[src/rtl/delay_seq_pkg.sv]
// ---------------------------------------------------------------------------
// delay_seq_pkg
//   Shared definitions for the delay-generator discharge sequencer:
//   default channel count and counter width, FSM state encodings and a
//   helper that sizes the channel-address bus.
//   No ports (package).
// ---------------------------------------------------------------------------
package delay_seq_pkg;

  localparam int DEF_NUM_CH = 4;
  localparam int DEF_CNT_W  = 16;

  typedef logic [1:0] state_t;

  localparam state_t ST_IDLE  = 2'd0;
  localparam state_t ST_ARMED = 2'd1;
  localparam state_t ST_COUNT = 2'd2;
  localparam state_t ST_DONE  = 2'd3;

  // Address width for a channel index; never zero so a single-channel
  // build still has a legal port.
  function automatic int addr_width(input int n);
    return (n > 1) ? $clog2(n) : 1;
  endfunction

endpackage

[src/rtl/delay_ch_slot.sv]
// ---------------------------------------------------------------------------
// delay_ch_slot
//   One delay channel: compares the running count against the channel's
//   shadow delay, fires once per sequence and stretches the discharge-reset
//   pulse to RST_PULSE cycles.
// Ports
//   i_clk       clock
//   i_reset     asynchronous active-high reset
//   i_clear     start of a new sequence: re-arm the channel
//   i_active    channel enabled for this sequence
//   i_count_en  sequencer is in its counting state
//   i_delay     programmed delay (cycles)
//   i_count     elapsed-cycle count
//   o_reset     discharge-reset pulse
//   o_fired     channel finished firing (or disabled)
// ---------------------------------------------------------------------------
module delay_ch_slot #(
  parameter int CNT_W     = 16,
  parameter int RST_PULSE = 2
) (
  input  logic             i_clk,
  input  logic             i_reset,
  input  logic             i_clear,
  input  logic             i_active,
  input  logic             i_count_en,
  input  logic [CNT_W-1:0] i_delay,
  input  logic [CNT_W-1:0] i_count,
  output logic             o_reset,
  output logic             o_fired
);

  localparam int PW = $clog2(RST_PULSE + 1);
  localparam logic [PW-1:0] PULSE_LOAD = PW'(RST_PULSE);

  logic          fired_q, fired_d;
  logic [PW-1:0] pulse_q, pulse_d;

  always_comb begin
    fired_d = fired_q;
    pulse_d = pulse_q;
    if (pulse_q != '0) pulse_d = pulse_q - PW'(1);
    if (i_clear) begin
      fired_d = 1'b0;
      pulse_d = '0;
    end else if (i_count_en && i_active && !fired_q && (i_count == i_delay)) begin
      fired_d = 1'b1;
      pulse_d = PULSE_LOAD;
    end
  end

  always_ff @(posedge i_clk or posedge i_reset) begin
    if (i_reset) begin
      fired_q <= 1'b0;
      pulse_q <= '0;
    end else begin
      fired_q <= fired_d;
      pulse_q <= pulse_d;
    end
  end

  // Registered down-counter: high for exactly RST_PULSE cycles after the match.
  assign o_reset = (pulse_q != '0);
  // A disabled channel never blocks completion.
  assign o_fired = fired_q | ~i_active;

endmodule

[src/rtl/delay_seq_ctrl.sv]
// ---------------------------------------------------------------------------
// delay_seq_ctrl
//   First-charge/discharge sequencer. Latches per-channel delays and the
//   channel mask on a trigger, waits for the start-counter level, counts
//   cycles and emits a per-channel discharge-reset pulse when each delay
//   expires.
//   Optional feature macro: DELAY_SEQ_TIMEOUT_EN (bounded ARMED wait).
// Ports
//   i_clk, i_reset            clock, asynchronous active-high reset
//   i_trig                    start trigger (level-sampled in IDLE)
//   i_startcounter            start-counter level from the charge stage
//   i_cfg_we/addr/data        staging-register write port
//   i_ch_en                   channel enable mask, sampled at trigger
//   o_reset_ch                per-channel discharge reset pulses
//   o_busy                    sequence in progress
//   o_done                    1-cycle completion pulse
//   o_retrig                  1-cycle pulse, trigger ignored while busy
//   o_timeout                 1-cycle pulse, ARMED wait expired
//   o_count                   elapsed-cycle count
// ---------------------------------------------------------------------------
module delay_seq_ctrl
  import delay_seq_pkg::*;
#(
  parameter int NUM_CH      = DEF_NUM_CH,
  parameter int CNT_W       = DEF_CNT_W,
  parameter int RST_PULSE   = 2,
  parameter int TIMEOUT_CYC = 1000
) (
  input  logic                          i_clk,
  input  logic                          i_reset,
  input  logic                          i_trig,
  input  logic                          i_startcounter,
  input  logic                          i_cfg_we,
  input  logic [addr_width(NUM_CH)-1:0] i_cfg_addr,
  input  logic [CNT_W-1:0]              i_cfg_data,
  input  logic [NUM_CH-1:0]             i_ch_en,
  output logic [NUM_CH-1:0]             o_reset_ch,
  output logic                          o_busy,
  output logic                          o_done,
  output logic                          o_retrig,
  output logic                          o_timeout,
  output logic [CNT_W-1:0]              o_count
);

  localparam int AW = addr_width(NUM_CH);

  state_t             state_q, state_d;
  logic [CNT_W-1:0]   count_q, count_d;
  logic [NUM_CH-1:0]  mask_q;
  logic               retrig_q;
  logic [CNT_W-1:0]   staging_q [NUM_CH];
  logic [CNT_W-1:0]   shadow_q  [NUM_CH];
  logic [NUM_CH-1:0]  fired;
  logic               accept;
  logic               wait_expired;

  assign accept = (state_q == ST_IDLE) && i_trig;

  // Staging and shadow delay registers, one pair per channel. A write that
  // lands in the trigger cycle is forwarded straight into the shadow copy.
  for (genvar gi = 0; gi < NUM_CH; gi++) begin : g_cfg
    logic wr_hit;
    assign wr_hit = i_cfg_we && (i_cfg_addr == AW'(gi));

    always_ff @(posedge i_clk or posedge i_reset) begin
      if (i_reset) begin
        staging_q[gi] <= '0;
        shadow_q[gi]  <= '0;
      end else begin
        if (wr_hit) staging_q[gi] <= i_cfg_data;
        if (accept) shadow_q[gi]  <= wr_hit ? i_cfg_data : staging_q[gi];
      end
    end

    delay_ch_slot #(
      .CNT_W     (CNT_W),
      .RST_PULSE (RST_PULSE)
    ) u_slot (
      .i_clk      (i_clk),
      .i_reset    (i_reset),
      .i_clear    (accept),
      .i_active   (mask_q[gi]),
      .i_count_en (state_q == ST_COUNT),
      .i_delay    (shadow_q[gi]),
      .i_count    (count_q),
      .o_reset    (o_reset_ch[gi]),
      .o_fired    (fired[gi])
    );
  end

`ifdef DELAY_SEQ_TIMEOUT_EN
  localparam int TW = $clog2(TIMEOUT_CYC + 1);
  localparam logic [TW-1:0] WAIT_LAST = TW'(TIMEOUT_CYC - 1);

  logic [TW-1:0] wait_q, wait_d;
  logic          timeout_q;

  // wait_q counts ARMED cycles already spent; expiry is judged on the
  // TIMEOUT_CYC-th cycle so a start-counter in that same cycle still wins.
  assign wait_expired = (state_q == ST_ARMED) && !i_startcounter && (wait_q == WAIT_LAST);
  assign wait_d       = (state_q == ST_ARMED) ? wait_q + TW'(1) : '0;

  always_ff @(posedge i_clk or posedge i_reset) begin
    if (i_reset) begin
      wait_q    <= '0;
      timeout_q <= 1'b0;
    end else begin
      wait_q    <= wait_d;
      timeout_q <= wait_expired;
    end
  end

  assign o_timeout = timeout_q;
`else
  assign wait_expired = 1'b0;
  // Constant zero; TIMEOUT_CYC is referenced only so the parameter stays
  // part of the interface in both builds.
  assign o_timeout    = 1'b0 & (TIMEOUT_CYC == 0);
`endif

  always_comb begin
    state_d = state_q;
    count_d = count_q;
    case (state_q)
      ST_IDLE: begin
        if (i_trig) begin
          state_d = ST_ARMED;
          count_d = '0;
        end
      end
      ST_ARMED: begin
        if (i_startcounter) begin
          state_d = ST_COUNT;
          count_d = '0;
        end else if (wait_expired) begin
          state_d = ST_IDLE;
        end
      end
      ST_COUNT: begin
        if (count_q != '1) count_d = count_q + CNT_W'(1);
        // Finish only once every channel has fired and its pulse has ended.
        if ((&fired) && !(|o_reset_ch)) state_d = ST_DONE;
      end
      ST_DONE:  state_d = ST_IDLE;
      default:  state_d = ST_IDLE;
    endcase
  end

  always_ff @(posedge i_clk or posedge i_reset) begin
    if (i_reset) begin
      state_q  <= ST_IDLE;
      count_q  <= '0;
      mask_q   <= '0;
      retrig_q <= 1'b0;
    end else begin
      state_q  <= state_d;
      count_q  <= count_d;
      retrig_q <= i_trig && (state_q != ST_IDLE);
      if (accept) mask_q <= i_ch_en;
    end
  end

  assign o_busy   = (state_q != ST_IDLE);
  assign o_done   = (state_q == ST_DONE);
  assign o_retrig = retrig_q;
  assign o_count  = count_q;

endmodule

[config.mk]
export PLATFORM = sky130hd
export DESIGN_NAME = delay_seq_ctrl
export DESIGN_NICKNAME = d
export VERILOG_FILES = /design/src/rtl/delay_seq_pkg.sv /design/src/rtl/delay_ch_slot.sv /design/src/rtl/delay_seq_ctrl.sv
export SDC_FILE = /design/constraint.sdc
export NUM_CORES = 1
export LEC_CHECK = 0
export BUFFER_PORTS_ARGS = -buffer_cell sky130_fd_sc_hd__buf_2
export CORE_ASPECT_RATIO = 0.8
export CORE_MARGIN = 5
export CORE_UTILIZATION = 60
export DETAILED_ROUTE_END_ITERATION = 16
export GPL_TIMING_DRIVEN = 0
export PLACE_DENSITY = 0.8
export REMOVE_ABC_BUFFERS = 1
export SLEW_MARGIN = 20
export SYNTH_ARGS = -nofsm -noshare
export SYNTH_HDL_FRONTEND = slang
export SYNTH_SLANG_ARGS = --single-unit
[constraint.sdc]
create_clock -name i_clk -period 6 [get_ports i_clk]
set_clock_uncertainty 0.05 [all_clocks]
set_input_delay 1.2 -clock i_clk [delete_from_list [all_inputs] [get_ports i_clk]]
set_output_delay 1.2 -clock i_clk [all_outputs]
set_load 0.05 [all_outputs]
# After elaboration in Yosys (flattened, before gate mapping)
# Index checks and enable logic that the tools add are counted.
# Widths: inputs -> output; s select.
# word_totals
ff_bits,163
latch_bits,0
ram_bits,0
rom_bits,0
output_inout_bits,24
memories,0
# classes
addsub,5
n_mul,0
div,0
n_lt_le_gt_ge,0
n_eq_ne,15
shift,0
mux,32
bitwise_logic,8
reduce_logical,44
# ops
op,n
$mux 16,7
$eq 16x16->1,4
$pmux 16 s3,1
$mux 2,15
$logic_and 1x1->1,19
$reduce_bool 2->1,9
$add 16x1->16 const B,1
$ne 16x16->1 const B,1
$reduce_bool 3->1,5
$eq 2x2->1 const B,4
$mux 1,8
$ne 2x2->1 const B,4
$pmux 2 s4,1
$reduce_and 4->1,2
$sub 2x1->2 const B,4
$logic_not 1->1,5
$eq 2x1->1 const B,2
$logic_not 2->1,2
$not 1->1,4
$or 1x1->1,4
$reduce_or 4->1,1
$reduce_and 3->1,1

# Logic depth before layout (Yosys ltp)
# Gate-level depths: netlist of the first run.
# depth
depth_word,6
ltp_mapped,8
ltp_nobuf,7

# Cells and area by module
# A second synthesis of the first run with hierarchy kept.
# hier_totals
cells_unflattened,576
hier_area_um2,7427.1
# modules_own_cells
mod,instances,cells_each,area_per_inst_um2,seq_area_each_um2
delay_seq_ctrl,1,416,6060.8,3778.6
delay_ch_slot,4,40,341.6,75.1

# Worst setup path before layout of the first run
# No wires, ideal clock.
# synth_path
kind,in2reg
start,input i_cfg_addr[1]
end,register shadow_q[54] (netlist name)
setup_ns,0.117
arrival_time_ns,2.308
required_ns,5.833
slack_ns,3.525
cell_stages,5
n_path_buf,1
path_cell_list,nor3b_2 -> buf_2 -> mux2_2 -> nand2_1 -> nand2_1
# synth_between
elab_chain_cells,3
# synth_rtl
item,line,source
"start, declared",delay_seq_ctrl.sv:34,"input logic [addr_width(NUM_CH)-1:0] i_cfg_addr,"
$logic_not 2->1,delay_seq_ctrl.sv:63,assign wr_hit = i_cfg_we && (i_cfg_addr == AW'(gi));
$logic_and 1x1->1,delay_seq_ctrl.sv:63,
$mux 16,n/a,
"end signal, assigned by index",delay_seq_ctrl.sv:71,if (accept) shadow_q[gi] <= wr_hit ? i_cfg_data : staging_q[gi];
"end, declared",delay_seq_ctrl.sv:52,logic [CNT_W-1:0] shadow_q [NUM_CH];
# Every way passes these cells.
# A chain may end at the register's enable or synchronous reset.

# Final worst setup path of the first run
# layout_path
start,register state_q[0]
end,output o_busy
# layout_between
elab_chain_cells,1
# layout_rtl
item,line,source
"start, declared",delay_seq_ctrl.sv:47,"state_t state_q, state_d;"
"start signal, assigned",delay_seq_ctrl.sv:156,state_q <= state_d;
$reduce_bool 2->1,delay_seq_ctrl.sv:163,assign o_busy = (state_q != ST_IDLE);
"end, declared",delay_seq_ctrl.sv:38,"output logic o_busy,"
# Every way passes these cells.

==> results of run 1 <==
==> cell families (layout without fill, tap and decap cells) <==
group | Yosys count | in the layout | share of synthesized area [%]
AND/OR/NAND/NOR | 294 | 294 | 18.2
flip-flops | 163 | 163 | 54.3
XOR/XNOR | 68 | 68 | 7.93
multiplexers | 68 | 68 | 10.1
buffers and inverters | 62 | 105 | 3.87
AO/OA/AOI/OAI | 44 | 44 | 3.75
adder cells (fa/ha/maj) | 10 | 10 | 1.67
other | 1 | 1 | 0.0500
==> metrics by stage <==
stage	cell area, um2	setup slack [ns]	cells	hold WS (ns)	total power (W)
finish	8510	3.18	924	0.429	0.00410
global route	8510	3.09	924	0.439	0.00432
CTS	8480	3.17	922	0.431	0.00410
detailed placement	7850	2.84	891	0.416	0.00295
global placement	7750	-1.17	887	0.405	0.00286
floorplan	7290	0.345	667	0.388	0.00257
==> worst min-delay path, stage by stage (launching register included) <==
cell and delay (ns):
dfrtp_1 0.34, nand2_1 0.05, nand2_1 0.06
==> synth_stat cells, drive strengths merged, types with 2 or more instances <==
cell / number / area, um2
a211oi: 4 / 30.0
a21oi: 6 / 30.0
and2: 3 / 18.8
and3: 6 / 37.5
and4: 3 / 31.3
and4bb: 2 / 25.0
buf: 30 / 170
clkbuf: 13 / 48.8
dfrtp: 163 / 4080
ha: 10 / 125
inv: 19 / 71.3
mux2: 65 / 732
mux2i: 3 / 30.0
nand2: 213 / 800
nand3: 14 / 70.1
nand3b: 2 / 15.0
nand4: 16 / 113
nor2: 7 / 26.3
nor2b: 8 / 57.6
nor3: 2 / 21.3
nor4: 10 / 93.8
o211ai: 2 / 15.0
o21a: 8 / 60.1
o21ai: 17 / 88.8
or3: 4 / 25.0
xnor2: 50 / 438
xor2: 18 / 158
==> registers in the layout (all words and copies together) (netlist names) <==
| name | count |
|---|---|
| staging_q | 64 |
| g_cfg.u_slot.pulse_q | 8 |
| g_cfg.u_slot.fired_q | 4 |
| o_retrig | 1 |
| mask_q | 4 |
| shadow_q | 64 |
| state_q | 2 |
| o_count | 16 |
==> worst paths after layout <==
check / from / to / slack [ns] / depth (start not counted)
hold reg to reg: mask_q[1]$_DFFE_PP0N_ / mask_q[1]$_DFFE_PP0N_ / 0.43 / 2
max in group asynchronous: i_reset / staging_q[60]$_DFF_PP0_ / 4.34 / 3
setup / recovery: state_q[0]$_DFFE_PP0P_ / o_busy / 3.18 / 4
hold / removal: mask_q[1]$_DFFE_PP0N_ / mask_q[1]$_DFFE_PP0N_ / 0.43 / 2
setup reg to reg: state_q[0]$_DFFE_PP0P_ / o_count[5]$_DFFE_PP0P_ / 3.28 / 7
min in group asynchronous: i_reset / shadow_q[32]$_DFFE_PP0N_ / 0.78 / 2
==> placed cells by master (no fill, tap or decap), types with 5 or more instances in the layout <==
cell and n:
clkbuf_8 5, nor2_1 7, and3_1 6, ha_1 10, nor2b_1 7, o21ai_0 15
clkbuf_16 17, buf_2 49, nor4_2 5, o21a_1 8, xor2_1 18, nand3_1 14
nand2_1 212, nor4_1 5, nand4_1 14, inv_1 18, mux2_2 64, xnor2_1 50
dfrtp_1 163, a21oi_1 6
==> power by group through the flow <==
| stage | combinational, W | sequential [W] | clock (W) |
|---|---|---|---|
| after floorplan | 0.000941 | 0.00163 | 0 |
| after global routing | 0.00144 | 0.00168 | 0.00120 |
| after global placement | 0.00122 | 0.00164 | 0 |
| after detailed placement | 0.00129 | 0.00166 | 0 |
| after CTS | 0.00131 | 0.00165 | 0.00114 |
| final | 0.00131 | 0.00165 | 0.00114 |
==> routing by layer <==
metal  up-vias  part of all wire [%]  wire, um
met3        28                   5.3       912
met4         0                   2.0       341
met2       130                    48      8260
met1      2595                    44      7560
li1       2391                     -         -
met5         -                     0         0
==> cell type report <==
class	count	area share [%]
Clock buffer	23	5.85
Clock inverter	8	1.46
Inverter	19	0.927
Multi-Input combinational cell	485	37.1
Sequential cell	163	48.0
Tap cell	171	2.52
Timing Repair Buffer	55	4.21
==> flow_summary.json, run 1 <==
{
  "grt_max_degree": 90,
  "core_area_um2": 12200,
  "via_per_inst": 5.57,
  "clk_pin_slew_ns": 0.06,
  "required_ns": 4.75,
  "ys_seq_elements": 163,
  "path_cells": "inv_1, ha_1, inv_1, buf_2",
  "die_w_um": 135,
  "synth_area_per_cell_um2": 10.6,
  "cts_buffers": 17,
  "rows": 36,
  "crit_type": "reg2out",
  "max-cap-violations": 0,
  "ys.flop_type": "dfrtp_1",
  "grt_pass1_vias": 5314,
  "diodes": 0,
  "powerDensity_nw_per_um2": 481,
  "yosysWarnings": 0,
  "clk_path_buf_depth": 2,
  "cts_resized": 0,
  "root_buffer": "clkbuf_16",
  "met1_usage_pct": 33.4,
  "critPathMaxFanout": 6,
  "met2_usage_pct": 40.1,
  "critPathSlowestCell": "dfrtp_1",
  "slowest_delay_ns": 0.40,
  "power_frac_clock_pct": 27.8,
  "grt_setup_unrepaired": "false",
  "seqCellArea_um2": 4080,
  "crit_buf_inv": 3,
  "postCtsSetupBuffers": 0,
  "drtIter0Drc": 453,
  "p_leak_nw": 4.08,
  "slew_headroom_pct": 25.1,
  "fin_crit_ns": 2.82,
  "finalCritPeriodShare_pct": 47.1,
  "grt_use_total_pct": 24.4,
  "finalSetupViolations": 0,
  "port_buffers": 49,
  "synth-edff-count": 0,
  "ir_worst_vdd_uv": 273,
  "start_util_pct": 61.5,
  "startpoint_type": "flip-flop",
  "htree_levels": 4,
  "cp_common_cell": "inv_1",
  "seqPwrFrac_pct": 40.2,
  "drc_errors": 0,
  "ant_nets": 0,
  "die_h_um": 110,
  "status": "complete, no violations",
  "syn2layout_area_growth_pct": 13.3,
  "multi_input_area_um2": 3150,
  "swShare_pct": 35.6,
  "final_util_pct": 69.7,
  "critPathTopFamily": "buffers and inverters",
  "grt_pass1_wl_um": 27700,
  "place_hpwl_um": 11300,
  "hp-class": "reg2reg",
  "top_usage_layer": "met2",
  "gp_congestion": 0.828,
  "hold_buffers": 0,
  "vias": 5144,
  "finalSetupTns_ns": 0,
  "combinationalPowerShare_pct": 32.0,
  "synth_cell_types": 49,
  "intPower_w": 0.00264,
  "report.final.hold_viol_count": 0,
  "drt-wirelength-per-cell_um": 18.5,
  "die_area_um2": 14900,
  "synthArstFlopShare_pct": 100,
  "drv_slew": 0,
  "synth-seq-area-share_pct": 54.3,
  "antenna_found_initial": 0,
  "nNetsFinal": 778,
  "drive_gt1_share_pct": 22.3,
  "nFillCells": 868,
  "clkSinkCount": 163,
  "p_switching_w": 0.00146,
  "max_freq_mhz": 354,
  "cts_tree": "yes",
  "clock_latency_ns": 0.42,
  "routed_wl_um": 17100,
  "drtPass1Iterations": 5,
  "tightestPinTransition_ns": 1.12,
  "cp.arrival_ns": 1.57,
  "netlist_area_um2": 7510,
  "syn_inst": 710,
  "globalRouteMet3Util_pct": 4.45,
  "end_kind": "output port",
  "grt_overflow": 0,
  "ioPinCount": 51
}
(Power assumes the default switching activity.)
==> run 2, diff against run 1 <==
--- a/config.mk
+++ b/config.mk
@@ -8,10 +8,10 @@
 export BUFFER_PORTS_ARGS = -buffer_cell sky130_fd_sc_hd__buf_2
 export CORE_ASPECT_RATIO = 0.8
 export CORE_MARGIN = 5
-export CORE_UTILIZATION = 60
+export CORE_UTILIZATION = 55
 export DETAILED_ROUTE_END_ITERATION = 16
 export GPL_TIMING_DRIVEN = 0
-export PLACE_DENSITY = 0.8
+export PLACE_DENSITY = 0.77
 export REMOVE_ABC_BUFFERS = 1
 export SLEW_MARGIN = 20
 export SYNTH_ARGS = -nofsm -noshare
==> constraint.sdc (replaced) <==
create_clock -name i_clk -period 2.5 [get_ports i_clk]
set_clock_uncertainty 0.05 [all_clocks]
set_input_delay 0.5 -clock i_clk [delete_from_list [all_inputs] [get_ports i_clk]]
set_output_delay 0.5 -clock i_clk [all_outputs]
set_load 0.05 [all_outputs]
==> run 2 against run 1 <==
Against the previous run:
- die area is 8.3% higher
- largest cell class unchanged
- hold slack worse by 0.36 ns
- cell area is 0.47% higher
- critical endpoint is now g_cfg[0].u_slot.pulse_q[1]$_DFFE_PP0P_
==> flow_summary.json, run 2 (synthesized netlist as in run 1, its figures left out) <==
{
  "via_per_inst": 5.56,
  "clkSinkCount": 163,
  "place_hpwl_um": 11200,
  "grt_overflow": 0,
  "crit_type": "reg2reg",
  "hold_buffers": 0,
  "rows": 38,
  "startpoint_type": "flip-flop",
  "drt-wirelength-per-cell_um": 18.1,
  "max-cap-violations": 0,
  "grt_pass1_vias": 5230,
  "final.setup.worst_slack_ns": 0.0473,
  "path_depth": 5,
  "drive_gt1_share_pct": 22.8,
  "clk_pin_slew_ns": 0.06,
  "post-place-cells": 899,
  "critPathTopFamily": "simple AND/OR/NAND/NOR gates",
  "slew_headroom_pct": 26.1,
  "report.final.hold_viol_count": 0,
  "port_buffers": 49,
  "seqCellArea_um2": 4080,
  "cts_tree": "yes",
  "fin_area_um2": 8550,
  "fin_crit_ns": 2.45,
  "slowest_delay_ns": 0.70,
  "grt_use_total_pct": 21.7,
  "clk_path_buf_depth": 2,
  "worstReg2RegStart": "o_count[5]$_DFFE_PP0P_",
  "multi_input_area_um2": 3190,
  "die_area_um2": 16100,
  "required_ns": 2.80,
  "finalPower_w": 0.00990,
  "ir_worst_vdd_uv": 879,
  "ant_nets": 0,
  "ioPinCount": 51,
  "antenna_found_initial": 0,
  "vias": 5189,
  "cp.arrival_ns": 2.76,
  "syn2layout_area_growth_pct": 13.8,
  "drv_slew": 0,
  "diodes": 0,
  "final_common_cell": "nand2_1",
  "path_cells": "xor2_1, nor4_1, nand4_1, nor4_2, o21a_1",
  "critPathMaxFanout": 8,
  "drtPass1Iterations": 5,
  "critPathSlowestCell": "nor4_1",
  "tightestPinTransition_ns": 1.10,
  "hp-class": "in2async",
  "r2r_cells": 5,
  "p_leak_nw": 4.08,
  "post-place-ws_ns": -0.218,
  "r2r_setup_slack_ns": 0.05,
  "status": "complete, no violations",
  "cts_buffers": 17,
  "clock_latency_ns": 0.42,
  "routed_wl_um": 16900,
  "die_h_um": 114,
  "grt_max_degree": 90,
  "max_freq_mhz": 408,
  "drtIter0Drc": 337,
  "hold-worst-slack_ns": 0.0720,
  "worstSetupStartpoint": "o_count[5]$_DFFE_PP0P_",
  "drc_errors": 0,
  "layout.cells.non_filler": 933,
  "gp_congestion": 0.879,
  "nFillCells": 1067,
  "finalCritPeriodShare_pct": 98.1,
  "start_util_pct": 55.8,
  "layout_common_cells": "nand2_1 (212), dfrtp_1 (163), mux2_2 (64)",
  "root_buffer": "clkbuf_16",
  "grt_setup_unrepaired": "false",
  "core_area_um2": 13500,
  "end_kind": "flip-flop",
  "crit_buf_inv": 0,
  "finalSetupViolations": 0,
  "powerDensity_nw_per_um2": 1160,
  "nNetsFinal": 778,
  "place_area_um2": 7850,
  "grt_pass1_wl_um": 27400,
  "die_w_um": 141,
  "htree_levels": 4
}
-- run 2: power breakdown --
group | leakage (nW) | internal (W) | switching (W) | total (W)
Clock | 0.291 | 0.00165 | 0.00105 | 0.00270
Combinational | 1.77 | 0.00126 | 0.00199 | 0.00326
Sequential | 2.02 | 0.00344 | 0.000496 | 0.00394
Total | 4.08 | 0.00636 | 0.00354 | 0.00990
-- run 2: through the flow --
| stage | TNS [ns] | utilization, % |
|---|---|---|
| after floorplan | -400.20 | - |
| after global placement | -701.13 | 57.7 |
| after detailed placement | -0.860 | 58.3 |
| after CTS | 0 | 63.0 |
| after global routing | 0 | 63.5 |
| final | 0 | 63.5 |
-- run 2: worst register-to-register path: stages, from the launching register on --
cell     delay [ns]
dfrtp_1        0.58
xor2_1         0.23
nor4_1         0.70
nand4_1        0.20
nor4_2         0.45
o21a_1         0.19
-- run 2: layout make-up --
class                   count  share of cell area [%]
clock inverters            11                    1.77
well taps                 180                    2.64
inverters                  19                   0.922
flip-flops and latches    163                    47.7
repair buffers             55                    4.19
clock buffers              20                    5.46
multi-input cells         485                    37.3
-- run 2: final timing paths --
path | endpoint
worst max-delay path | g_cfg[0].u_slot.pulse_q[1]$_DFFE_PP0P_
worst min-delay path | staging_q[32]$_DFF_PP0_
worst max register to register | g_cfg[0].u_slot.pulse_q[1]$_DFFE_PP0P_
worst min register to register | mask_q[0]$_DFFE_PP0N_
max in group asynchronous | g_cfg[1].u_slot.fired_q$_DFFE_PP0P_
min in group i_clk | mask_q[3]$_DFFE_PP0N_
-- run 2: per-layer routing --
layer  share of wire, %  track usage (%)  routed length, um  vias up
met5                  0                0                  0        -
met4                1.9             7.23                314        0
met3                6.1             5.18               1020       25
met2                 46             32.8               7790      158
met1                 46             31.1               7750     2610
li1                   -                -                  -     2396
-- run 2: repair_timing --
| action | in CTS | in global routing |
|---|---|---|
| resized for setup | 2 | 3 |
| buffers inserted | 0 | 1 |
| endpoints found under the setup margin | 14 | 6 |
| pin swaps | 0 | 1 |
